==> src/rtl/systolic_tile_ctrl_if.sv <==
// ---------------------------------------------------------------------------
// systolic_tile_ctrl_if
//
// Job / load / array-valid bundle between the top-level sequencer plus
// operand buffer (master side) and the systolic tile controller (slave side).
//
// Handshake: the buffer raises data_valid when a beat is available and the
// controller raises rd_req while it still wants beats for the current tile.
// A beat transfers on every clock edge where rd_req && data_valid are both
// high. Neither side may wait for the other before asserting its own signal,
// and data_valid may drop at any time.
//
// Signals:
//   start, k_len, abort  : job control from the sequencer
//   data_valid           : buffer has a beat available
//   rd_req               : controller wants a beat for the current tile
//   valid_a / valid_b    : skewed per-row / per-column operand valids
//   acc_clr              : one-cycle accumulator clear at job start
//   tile_done, done      : one-cycle completion pulses
//   tile_idx, busy       : job progress
//   state_dbg            : encoded controller state, for observation only
// ---------------------------------------------------------------------------
interface systolic_tile_ctrl_if #(
    parameter int ROWS = 16,
    parameter int COLS = 16,
    parameter int KW   = 16,
    parameter int TW   = 8
);
    logic            start;
    logic [KW-1:0]   k_len;
    logic            abort;
    logic            data_valid;
    logic            rd_req;
    logic [ROWS-1:0] valid_a;
    logic [COLS-1:0] valid_b;
    logic            acc_clr;
    logic            tile_done;
    logic [TW-1:0]   tile_idx;
    logic            busy;
    logic            done;
    logic [2:0]      state_dbg;

    modport master (
        output start, k_len, abort, data_valid,
        input  rd_req, valid_a, valid_b, acc_clr, tile_done, tile_idx,
               busy, done, state_dbg
    );

    modport slave (
        input  start, k_len, abort, data_valid,
        output rd_req, valid_a, valid_b, acc_clr, tile_done, tile_idx,
               busy, done, state_dbg
    );
endinterface

==> src/rtl/systolic_tile_ctrl.sv <==
// ---------------------------------------------------------------------------
// systolic_tile_ctrl
//
// Sequences a K-tiled matrix multiply over a ROWS x COLS systolic array.
// A job of k_len beats is split into tiles of at most BUF_DEPTH beats. For
// each tile the controller loads its beats from the operand buffer, then
// issues skewed per-row / per-column valids for tile_len + max(ROWS,COLS) - 1
// cycles, then drains the array for ROWS + COLS - 1 cycles. Accumulators
// are cleared once per job so partial products accumulate across tiles.
//
// Ports:
//   clk    : clock
//   rst_n  : asynchronous active-low reset
//   bus    : systolic_tile_ctrl_if.slave (job control, load handshake,
//            array valids, completion pulses, state_dbg)
// ---------------------------------------------------------------------------
module systolic_tile_ctrl #(
    parameter int ROWS      = 16,
    parameter int COLS      = 16,
    parameter int BUF_DEPTH = 9,
    parameter int KW        = 16,
    parameter int TW        = 8
) (
    input  logic                 clk,
    input  logic                 rst_n,
    systolic_tile_ctrl_if.slave  bus
);
    localparam int MAXRC = (ROWS > COLS) ? ROWS : COLS;
    localparam int LW    = $clog2(BUF_DEPTH + 1);
    // Wide enough for the last compute index plus the lane offset.
    localparam int CW    = $clog2(BUF_DEPTH + ROWS + COLS + 1);

    localparam logic [KW-1:0] BD_K       = KW'(BUF_DEPTH);
    localparam logic [CW-1:0] COMP_EXTRA = CW'(MAXRC - 1);
    localparam logic [CW-1:0] DRAIN_LAST = CW'(ROWS + COLS - 2);

    typedef enum logic [2:0] {
        S_IDLE    = 3'd0,
        S_LOAD    = 3'd1,
        S_COMPUTE = 3'd2,
        S_DRAIN   = 3'd3,
        S_DONE    = 3'd4
    } state_t;

    state_t          state;
    // Beats of the job not yet covered by finished tiles (includes current).
    logic [KW-1:0]   rem;
    logic [LW-1:0]   ld_cnt;
    // Cycle index c in COMPUTE, drain cycle index in DRAIN.
    logic [CW-1:0]   cyc_cnt;
    logic [ROWS-1:0] valid_a_q;
    logic [COLS-1:0] valid_b_q;
    logic            acc_clr_q;
    logic            tile_done_q;
    logic [TW-1:0]   tile_idx_q;
    logic            busy_q;
    logic            done_q;

    logic [LW-1:0]    tile_len;
    logic             last_tile;
    logic             rd_req;
    logic             xfer;
    logic             ld_last;
    logic             comp_last;
    logic [MAXRC-1:0] mask_first;
    logic [MAXRC-1:0] mask_next;

    // Lane i is active for c in [i, i + len): the diagonal skew of the array.
    function automatic logic [MAXRC-1:0] lane_mask(input logic [CW-1:0] c,
                                                   input logic [LW-1:0] len);
        logic [MAXRC-1:0] m;
        m = '0;
        for (int i = 0; i < MAXRC; i++) begin
            m[i] = (CW'(i) <= c) && (c < CW'(i) + CW'(len));
        end
        return m;
    endfunction

    // Every tile is full except the last, which takes whatever remains.
    assign tile_len  = (rem >= BD_K) ? LW'(BUF_DEPTH) : rem[LW-1:0];
    assign last_tile = (rem <= BD_K);

    assign rd_req    = (state == S_LOAD) && (ld_cnt < tile_len);
    assign xfer      = rd_req && bus.data_valid;
    assign ld_last   = xfer && ((ld_cnt + LW'(1)) == tile_len);
    assign comp_last = (cyc_cnt + CW'(1)) == (CW'(tile_len) + COMP_EXTRA);

    assign mask_first = lane_mask('0, tile_len);
    assign mask_next  = lane_mask(cyc_cnt + CW'(1), tile_len);

    always_ff @(posedge clk or negedge rst_n) begin
        if (!rst_n) begin
            state       <= S_IDLE;
            rem         <= '0;
            ld_cnt      <= '0;
            cyc_cnt     <= '0;
            valid_a_q   <= '0;
            valid_b_q   <= '0;
            acc_clr_q   <= 1'b0;
            tile_done_q <= 1'b0;
            tile_idx_q  <= '0;
            busy_q      <= 1'b0;
            done_q      <= 1'b0;
        end else begin
            acc_clr_q   <= 1'b0;
            tile_done_q <= 1'b0;
            done_q      <= 1'b0;
            if (state != S_IDLE && bus.abort) begin
                state      <= S_IDLE;
                rem        <= '0;
                ld_cnt     <= '0;
                cyc_cnt    <= '0;
                valid_a_q  <= '0;
                valid_b_q  <= '0;
                tile_idx_q <= '0;
                busy_q     <= 1'b0;
            end else begin
                case (state)
                    S_IDLE: begin
                        if (bus.start) begin
                            acc_clr_q  <= 1'b1;
                            busy_q     <= 1'b1;
                            tile_idx_q <= '0;
                            ld_cnt     <= '0;
                            cyc_cnt    <= '0;
                            rem        <= bus.k_len;
                            if (bus.k_len == '0) begin
                                // Empty job: clear and complete in one cycle.
                                done_q <= 1'b1;
                                state  <= S_DONE;
                            end else begin
                                state  <= S_LOAD;
                            end
                        end
                    end
                    S_LOAD: begin
                        if (ld_last) begin
                            ld_cnt    <= '0;
                            cyc_cnt   <= '0;
                            valid_a_q <= mask_first[ROWS-1:0];
                            valid_b_q <= mask_first[COLS-1:0];
                            state     <= S_COMPUTE;
                        end else if (xfer) begin
                            ld_cnt <= ld_cnt + LW'(1);
                        end
                    end
                    S_COMPUTE: begin
                        if (comp_last) begin
                            valid_a_q   <= '0;
                            valid_b_q   <= '0;
                            cyc_cnt     <= '0;
                            // A one-cycle drain is also its last cycle.
                            tile_done_q <= (DRAIN_LAST == '0);
                            state       <= S_DRAIN;
                        end else begin
                            cyc_cnt   <= cyc_cnt + CW'(1);
                            valid_a_q <= mask_next[ROWS-1:0];
                            valid_b_q <= mask_next[COLS-1:0];
                        end
                    end
                    S_DRAIN: begin
                        if (cyc_cnt == DRAIN_LAST) begin
                            cyc_cnt <= '0;
                            if (last_tile) begin
                                done_q <= 1'b1;
                                state  <= S_DONE;
                            end else begin
                                rem        <= rem - BD_K;
                                tile_idx_q <= tile_idx_q + TW'(1);
                                state      <= S_LOAD;
                            end
                        end else begin
                            cyc_cnt     <= cyc_cnt + CW'(1);
                            tile_done_q <= ((cyc_cnt + CW'(1)) == DRAIN_LAST);
                        end
                    end
                    S_DONE: begin
                        busy_q <= 1'b0;
                        state  <= S_IDLE;
                    end
                    default: state <= S_IDLE;
                endcase
            end
        end
    end

    assign bus.rd_req    = rd_req;
    assign bus.valid_a   = valid_a_q;
    assign bus.valid_b   = valid_b_q;
    assign bus.acc_clr   = acc_clr_q;
    assign bus.tile_done = tile_done_q;
    assign bus.tile_idx  = tile_idx_q;
    assign bus.busy      = busy_q;
    assign bus.done      = done_q;
    assign bus.state_dbg = state;
endmodule

==> src/flat_wrapper.sv <==
// flat-port wrapper written by rule: the top's interface ports become plain ports
module systolic_tile_ctrl_flat 
#(
    parameter int ROWS      = 16,
    parameter int COLS      = 16,
    parameter int BUF_DEPTH = 9,
    parameter int KW        = 16,
    parameter int TW        = 8
)
  (clk, rst_n, bus_start, bus_k_len, bus_abort, bus_data_valid, bus_rd_req, bus_valid_a, bus_valid_b, bus_acc_clr, bus_tile_done, bus_tile_idx, bus_busy, bus_done, bus_state_dbg);
  systolic_tile_ctrl_if #(.ROWS(ROWS), .COLS(COLS), .KW(KW), .TW(TW)) bus_i ();
  input  logic clk;
  input  logic rst_n;
  input wire logic [$bits(bus_i.start)-1:0] bus_start;
  input wire logic [$bits(bus_i.k_len)-1:0] bus_k_len;
  input wire logic [$bits(bus_i.abort)-1:0] bus_abort;
  input wire logic [$bits(bus_i.data_valid)-1:0] bus_data_valid;
  output wire logic [$bits(bus_i.rd_req)-1:0] bus_rd_req;
  output wire logic [$bits(bus_i.valid_a)-1:0] bus_valid_a;
  output wire logic [$bits(bus_i.valid_b)-1:0] bus_valid_b;
  output wire logic [$bits(bus_i.acc_clr)-1:0] bus_acc_clr;
  output wire logic [$bits(bus_i.tile_done)-1:0] bus_tile_done;
  output wire logic [$bits(bus_i.tile_idx)-1:0] bus_tile_idx;
  output wire logic [$bits(bus_i.busy)-1:0] bus_busy;
  output wire logic [$bits(bus_i.done)-1:0] bus_done;
  output wire logic [$bits(bus_i.state_dbg)-1:0] bus_state_dbg;
  assign bus_i.start = bus_start;
  assign bus_i.k_len = bus_k_len;
  assign bus_i.abort = bus_abort;
  assign bus_i.data_valid = bus_data_valid;
  assign bus_rd_req = bus_i.rd_req;
  assign bus_valid_a = bus_i.valid_a;
  assign bus_valid_b = bus_i.valid_b;
  assign bus_acc_clr = bus_i.acc_clr;
  assign bus_tile_done = bus_i.tile_done;
  assign bus_tile_idx = bus_i.tile_idx;
  assign bus_busy = bus_i.busy;
  assign bus_done = bus_i.done;
  assign bus_state_dbg = bus_i.state_dbg;
  systolic_tile_ctrl #(.ROWS(ROWS), .COLS(COLS), .BUF_DEPTH(BUF_DEPTH), .KW(KW), .TW(TW)) u_core (.clk(clk), .rst_n(rst_n), .bus(bus_i));
endmodule
==> config.mk <==
export PLATFORM = sky130hd
export DESIGN_NAME = systolic_tile_ctrl_flat
export DESIGN_NICKNAME = d
export VERILOG_FILES = /design/src/rtl/systolic_tile_ctrl_if.sv /design/src/rtl/systolic_tile_ctrl.sv /design/src/flat_wrapper.sv
export SDC_FILE = /design/constraint.sdc
export NUM_CORES = 1
export LEC_CHECK = 0
export CAP_MARGIN = 20
export CORE_UTILIZATION = 61
export CTS_BUF_LIST = sky130_fd_sc_hd__clkbuf_8
export DETAILED_ROUTE_END_ITERATION = 6
export PLACE_DENSITY = 0.87
export SLEW_MARGIN = 20
export SYNTH_ARGS = -nofsm -noshare
export SYNTH_HDL_FRONTEND = slang
export SYNTH_SLANG_ARGS = --single-unit
==> constraint.sdc <==
create_clock -name clk -period 6.4 [get_ports clk]
set_input_delay 0.96 -clock clk [delete_from_list [all_inputs] [get_ports clk]]
set_output_delay 0.96 -clock clk [all_outputs]
set_load 0.02 [all_outputs]
# [Word level (Yosys, flattened, before mapping)]
# Cells that the tools add are included.
[totals] ff_bits=57 in_bits=21 out_inout_bits=48
[op_classes] add_sub_neg=19 n_lt_le_gt_ge=36 eq_ne=14 n_mux=49 n_reduce_logical=34
[op_table] cell="$mux 16" n=7
[op_table] cell="$lt 6x6->1" n=15
[op_table] cell="$pmux 16 s2" n=2
[op_table] cell="$le 4x6->1 const A" n=8
[op_table] cell="$add 4x4->5 const A" n=7
[op_table] cell="$mux 8" n=4
[op_table] cell="$mux 6" n=5
[op_table] cell="$le 3x6->1 const A" n=4
[op_table] cell="$pmux 6 s4" n=1
[op_table] cell="$mux 3" n=7
[op_table] cell="$add 3x4->5 const A" n=4
[op_table] cell="$logic_and 1x1->1" n=20
[op_table] cell="$mux 4" n=5
[op_table] cell="$ge 16x4->1 const B" n=1
[op_table] cell="$le 16x4->1 const B" n=1
[op_table] cell="$logic_not 16->1" n=1
[op_table] cell="$pmux 8 s2" n=1
[op_table] cell="$sub 16x4->16 const B" n=1
[op_table] cell="$reduce_bool 3->1" n=5
[op_table] cell="$mux 1" n=13
[op_table] cell="$eq 6x5->1 const B" n=2
[op_table] cell="$le 1x6->1 const A" n=2
[op_table] cell="$le 2x6->1 const A" n=2
[op_table] cell="$pmux 3 s4" n=1
[op_table] cell="25 further kinds" n=33

# [Depth between registers and ports, before layout]
[depth] word_depth=9 mapped_depth=18 mapped_depth_nobuf=17

# [Worst setup path after synthesis]
# OpenSTA, ideal clock, no wires.
[synth_timing] path_kind="flip-flop to flip-flop" startpoint="register u_core.rem[7]" endpoint="register u_core.valid_a_q[10], in the netlist u_core.bus.valid_a[10]" setup_time_ns=0.073 arrival_time_ns=3.378 path_slack_ns=2.949 path_stages_with_launch=16 path_buffers=1 synth_period_minus_slack_ns=3.451 cell_sequence="dfrtp_1 or4_1 a211oi_4 o2111ai_2 inv_1 ha_1 inv_1 a21boi_0 ha_1 and3_1 a21oi_2 nand3_2 buf_6 nor4_2 nor2_1 a21oi_2"
[synth_via] elab_chain_len=8 word_cells_on_any_way=17
[synth_lines] element="from (decl)" line="systolic_tile_ctrl.sv:47" source="logic [KW-1:0] rem;"
[synth_lines] element="from (signal assigned)" line="systolic_tile_ctrl.sv:126" source="rem <= bus.k_len;"
[synth_lines] element="from (signal assigned)" line="systolic_tile_ctrl.sv:168" source="rem <= rem - BD_K;"
[synth_lines] element="$ge 16x4->1 (*)" line="systolic_tile_ctrl.sv:80" source="assign tile_len = (rem >= BD_K) ? LW'(BUF_DEPTH) : rem[LW-1:0];"
[synth_lines] element="$mux 4 (*)" line="systolic_tile_ctrl.sv:80"
[synth_lines] element="$add 4x4->5 / $lt 4x4->1 (equally long branches)"
[synth_lines] element="$lt 6x6->1 / $logic_and 1x1->1 (equally long branches)" line="systolic_tile_ctrl.sv:74, systolic_tile_ctrl.sv:83"
[synth_lines] element="$logic_and 1x1->1 (on tied branches)" line="systolic_tile_ctrl.sv:74, systolic_tile_ctrl.sv:84"
[synth_lines] element="$mux 16 / $logic_and 1x1->1 (equally long branches)" line="systolic_tile_ctrl.sv:148, systolic_tile_ctrl.sv:85"
[synth_lines] element="$pmux 16 s2 / $ne 3x2->1 (equally long branches)"
[synth_lines] element="$mux 16 / $reduce_and 2->1 (equally long branches)"
[synth_lines] element="to (signal assigned)" line="systolic_tile_ctrl.sv:140" source="valid_a_q <= mask_first[ROWS-1:0];"
[synth_lines] element="to (signal assigned)" line="systolic_tile_ctrl.sv:157" source="valid_a_q <= mask_next[ROWS-1:0];"
[synth_lines] element="to (decl)" line="systolic_tile_ctrl.sv:51" source="logic [ROWS-1:0] valid_a_q;"
# Mark *: on every way between the ends. The rest lies on a longest branch, timed or not.
# A chain may end at the register's enable or synchronous reset.

# [Worst setup path in the final report]
[layout_timing] startpoint="register u_core.rem[12]" endpoint="output bus_rd_req"
[layout_via] elab_chain_len=4
[layout_lines] element="$ge 16x4->1" line="systolic_tile_ctrl.sv:80"
[layout_lines] element="$mux 4" line="systolic_tile_ctrl.sv:80"
[layout_lines] element="$lt 4x4->1" line="systolic_tile_ctrl.sv:83" source="assign rd_req = (state == S_LOAD) && (ld_cnt < tile_len);"
[layout_lines] element="$logic_and 1x1->1" line="systolic_tile_ctrl.sv:83"
[layout_lines] element="to (decl)" line="flat_wrapper.sv:18" source="output wire logic [$bits(bus_i.rd_req)-1:0] bus_rd_req;"
# Every way passes these cells.

==> impl_metrics.json <==
{
  "synth_top_area_share_pct": 27.1,
  "post_cts_resized": 0,
  "cp-end-kind": "primary output",
  "syn_nets": 743,
  "grt_max_degree": 58,
  "power_frac_comb_pct": 54.8,
  "synth-seq-cells": 57,
  "p_seq_share_pct": 29.3,
  "hp-class": "reg2reg",
  "first_pass_iters": 5,
  "cts_sinks": 57,
  "slew_violations": 0,
  "die_area_sq_mm": 0.00901,
  "antenna_found_initial": 0,
  "switching_share_pct": 49.8,
  "p_leak_nw": 2.67,
  "syn_area_sq_mm": 0.00527,
  "drt-initial-drc-count": 350,
  "worst_setup_path_start_kind": "register",
  "wl_per_cell_um": 17.1,
  "grt.total_usage_pct": 32.3,
  "synthAdderAreaFrac_pct": 16.4,
  "drc_errors": 0,
  "ys_seq_area_share_pct": 27.1,
  "yosysTopAreaCell": "dfrtp_1",
  "rsz0062_at_grt": "no",
  "multi_input_area_sq_mm": 0.00349,
  "cts-htree-levels": 3,
  "max_cap_viol_count": 0,
  "die_h_um": 94.9,
  "num_vias": 5165,
  "cp_slowest_cell": "nand4_1",
  "die_w_um": 94.9,
  "worst-setup-path-type": "reg2out",
  "synth_compound_gate_area_share_pct": 24.7,
  "num_io_pins": 69,
  "synth.area.top_cells": "dfrtp_1, ha_1, o21ai_0",
  "critical_path_arrival_ns": 3.80,
  "fillers": 638,
  "syn_inst": 653,
  "hold_buffers": 0,
  "synth_top_family_by_area": "compound AO/OA/AOI/OAI gates",
  "coreArea_sq_mm": 0.00830,
  "synth.distinct_cells": 64,
  "drt-vias-per-instance": 6.40,
  "port-buffer-count": 68,
  "postCtsSetupRepairBufs": 0,
  "synth_xor_area_share_pct": 2.78,
  "grt_pass1_vias": 4871,
  "final_util_pct": 72.9,
  "ff_latch_area_sq_mm": 0.00143,
  "n_antenna_cell": 0,
  "slew_headroom_pct": 39.8,
  "required_ns": 5.44,
  "grt_overflow": 0,
  "synth-edff-count": 0,
  "finalCriticalPeriod_ns": 4.76,
  "switchingPower_w": 0.000941,
  "start_util_pct": 63.4,
  "post-dp-hpwl_um": 9970,
  "yosysWarnings": 0,
  "syn_avg_cell_area_sq_um": 8.06,
  "num_rows": 33,
  "cts-buffers-inserted": 9,
  "drive_above_1_share_pct": 8.12,
  "areaGrowthSynthToFinish_pct": 15.0,
  "vdd_drop_max_mv": 0.197,
  "async_flop_share_pct": 100,
  "wl_um": 13800,
  "fin_skew_ns": 0.0115,
  "timing_hold_violations_final": 0,
  "path_clk_slew_ns": 0.07,
  "status": "finished clean",
  "critPathMaxFanout": 13,
  "worstMarginPinSlew_ns": 0.901,
  "ant_nets": 0,
  "worstPathCellList": "nor4_2, nand4_1, inv_1, ha_1, a21oi_1, nand2_1, nor2_1, clkdlybuf4s50_1",
  "cts_tree": "built",
  "nets": 787,
  "setup-violations-final": 0,
  "synth_ff_type": "dfrtp_1",
  "clock_latency_ns": 0.36,
  "clkPwrFrac_pct": 15.9,
  "synth-simple-area-share_pct": 21.7,
  "period_share_pct": 74.3,
  "cts_root_buf": "clkbuf_8",
  "cpPeakStageDelay_ns": 0.67,
  "tns_ns": 0,
  "p_per_area_mw_per_mm2": 312,
  "max_freq_mhz": 210,
  "clock_path_buffers": 2,
  "gp_congestion": 1.00,
  "p_int_w": 0.000949,
  "grt_first_pass_wirelength_um": 22700,
  "synthMuxAreaShare_pct": 0.380
}
[critical path, delay by kind of cell (launching register included)]
kind	cells	cell delay, ns
and+or+nand+nor	4	1.29
buffers and inverters	2	1.20
DFF	1	0.41
adders and majority gates	1	0.33
AOI/OAI and AO/OA	1	0.23
[cell type report]
| type | instances | area share (%) |
|---|---|---|
| multi-input combinational | 522 | 57.6 |
| sequential | 57 | 23.6 |
| timing repair buffer | 74 | 11.9 |
| tap | 105 | 2.17 |
| clock buffer | 9 | 2.05 |
| inverter | 33 | 2.05 |
| clock inverter | 7 | 0.641 |
[cells by family (layout without fill, tap and decap cells)]
| group | Yosys count | in the layout |
|---|---|---|
| adder cells (fa/ha/maj) | 69 | 69 |
| flip-flops | 57 | 57 |
| buffers and inverters | 74 | 123 |
| AND/OR/NAND/NOR | 223 | 223 |
| AO/OA/AOI/OAI | 213 | 213 |
| XOR/XNOR | 15 | 15 |
| multiplexers | 2 | 2 |
[through the flow]
step | worst slack [ns] | hold WS (ns) | cells | area, sq um | power, W
floorplan | 2.95 | 0.493 | 653 | 5270 | 0.00127
detailed placement | 1.72 | 0.480 | 791 | 5880 | 0.00157
global route | 1.39 | 0.505 | 807 | 6050 | 0.00203
finish | 1.64 | 0.485 | 807 | 6050 | 0.00189
global placement | 1.94 | 0.473 | 791 | 5880 | 0.00152
CTS | 1.65 | 0.488 | 807 | 6050 | 0.00187
[flip-flops by register name, indices dropped and copies added, names as in the netlist]
signal and cells:
u_core.bus.done 1, u_core.cyc_cnt 6, u_core.bus.busy 1, u_core.bus.acc_clr 1
u_core.bus.valid_a 16, u_core.rem 16, u_core.bus.state_dbg 3, u_core.bus.tile_done 1
u_core.ld_cnt 4, u_core.bus.tile_idx 8
[synthesized netlist by cell type (3+ instances only)]
cell / instances
buf_2: 6
nand2_1: 39
o22ai_1: 3
and3_1: 13
o21bai_1: 3
nor3_1: 17
o21ai_1: 6
inv_1: 32
nand3_1: 13
buf_4: 17
nor2b_1: 6
or3_1: 4
dfrtp_1: 57
a22oi_1: 7
xor2_1: 5
nor4_2: 7
ha_1: 69
a21boi_0: 4
o21ai_0: 68
or2_2: 6
nand4_1: 3
xnor2_1: 8
a21oi_2: 6
nor2_1: 78
a31oi_1: 9
o21a_1: 3
nor4_1: 6
o31ai_1: 7
and4_1: 4
clkbuf_1: 14
a21oi_1: 67
a2111oi_1: 3
nand2b_1: 12
a21o_1: 6
and2_1: 4
a2111oi_0: 3
[metal layers]
metal	GRT usage (%)	wire, um	vias up
met3	5.39	880	39
met5	0	0	-
met1	38.9	5590	2455
li1	-	-	2442
met4	13.6	427	0
met2	56.5	6910	229
[final timing paths]
| check | start | endpoint | slack (ns) | cells past startpoint |
|---|---|---|---|---|
| max in group asynchronous | rst_n | u_core.bus.tile_idx[0] | 5.12 | 2 |
| worst min register to register | u_core.bus.tile_idx[7] | u_core.bus.tile_idx[7] | 0.48 | 1 |
| worst max-delay path | u_core.rem[12] | bus_rd_req | 1.64 | 8 |
| min in group asynchronous | rst_n | u_core.bus.valid_a[0] | 0.76 | 2 |
| worst min-delay path | u_core.bus.tile_idx[7] | u_core.bus.tile_idx[7] | 0.48 | 1 |
| worst max register to register | u_core.rem[12] | u_core.bus.valid_a[5] | 1.84 | 12 |
[power by group through the flow]
stage	logic, W	clock network, W	registers [W]
global route	0.00115	0.000317	0.000565
floorplan	0.000743	0	0.000529
CTS	0.00102	0.000297	0.000549
finish	0.00104	0.000300	0.000553
detailed placement	0.00101	0	0.000555
global placement	0.000975	0	0.000548
[placed cells by master, fill, tap and decap left out, types with 4 or more instances in the layout]
cell type	synthesis	final
nor2b_1	6	6
a22oi_1	7	7
and3_1	13	13
nand2_1	39	39
clkdlybuf4s50_1	0	67
a21boi_0	4	4
a31oi_1	9	9
clkbuf_8	0	9
a21oi_2	6	6
nand2b_1	12	12
ha_1	69	69
dfrtp_1	57	57
o21ai_0	68	68
inv_1	32	33
nor4_2	7	7
buf_4	17	6
nand3_1	13	13
xor2_1	5	5
and2_1	4	4
and4_1	4	4
o21ai_1	6	6
clkinv_2	0	4
or2_2	6	6
a21oi_1	67	67
o31ai_1	7	7
xnor2_1	8	7
nor3_1	17	17
a21o_1	6	6
nor2_1	78	78
or3_1	4	4
nor4_1	6	6
(Power assumes the default switching activity.)
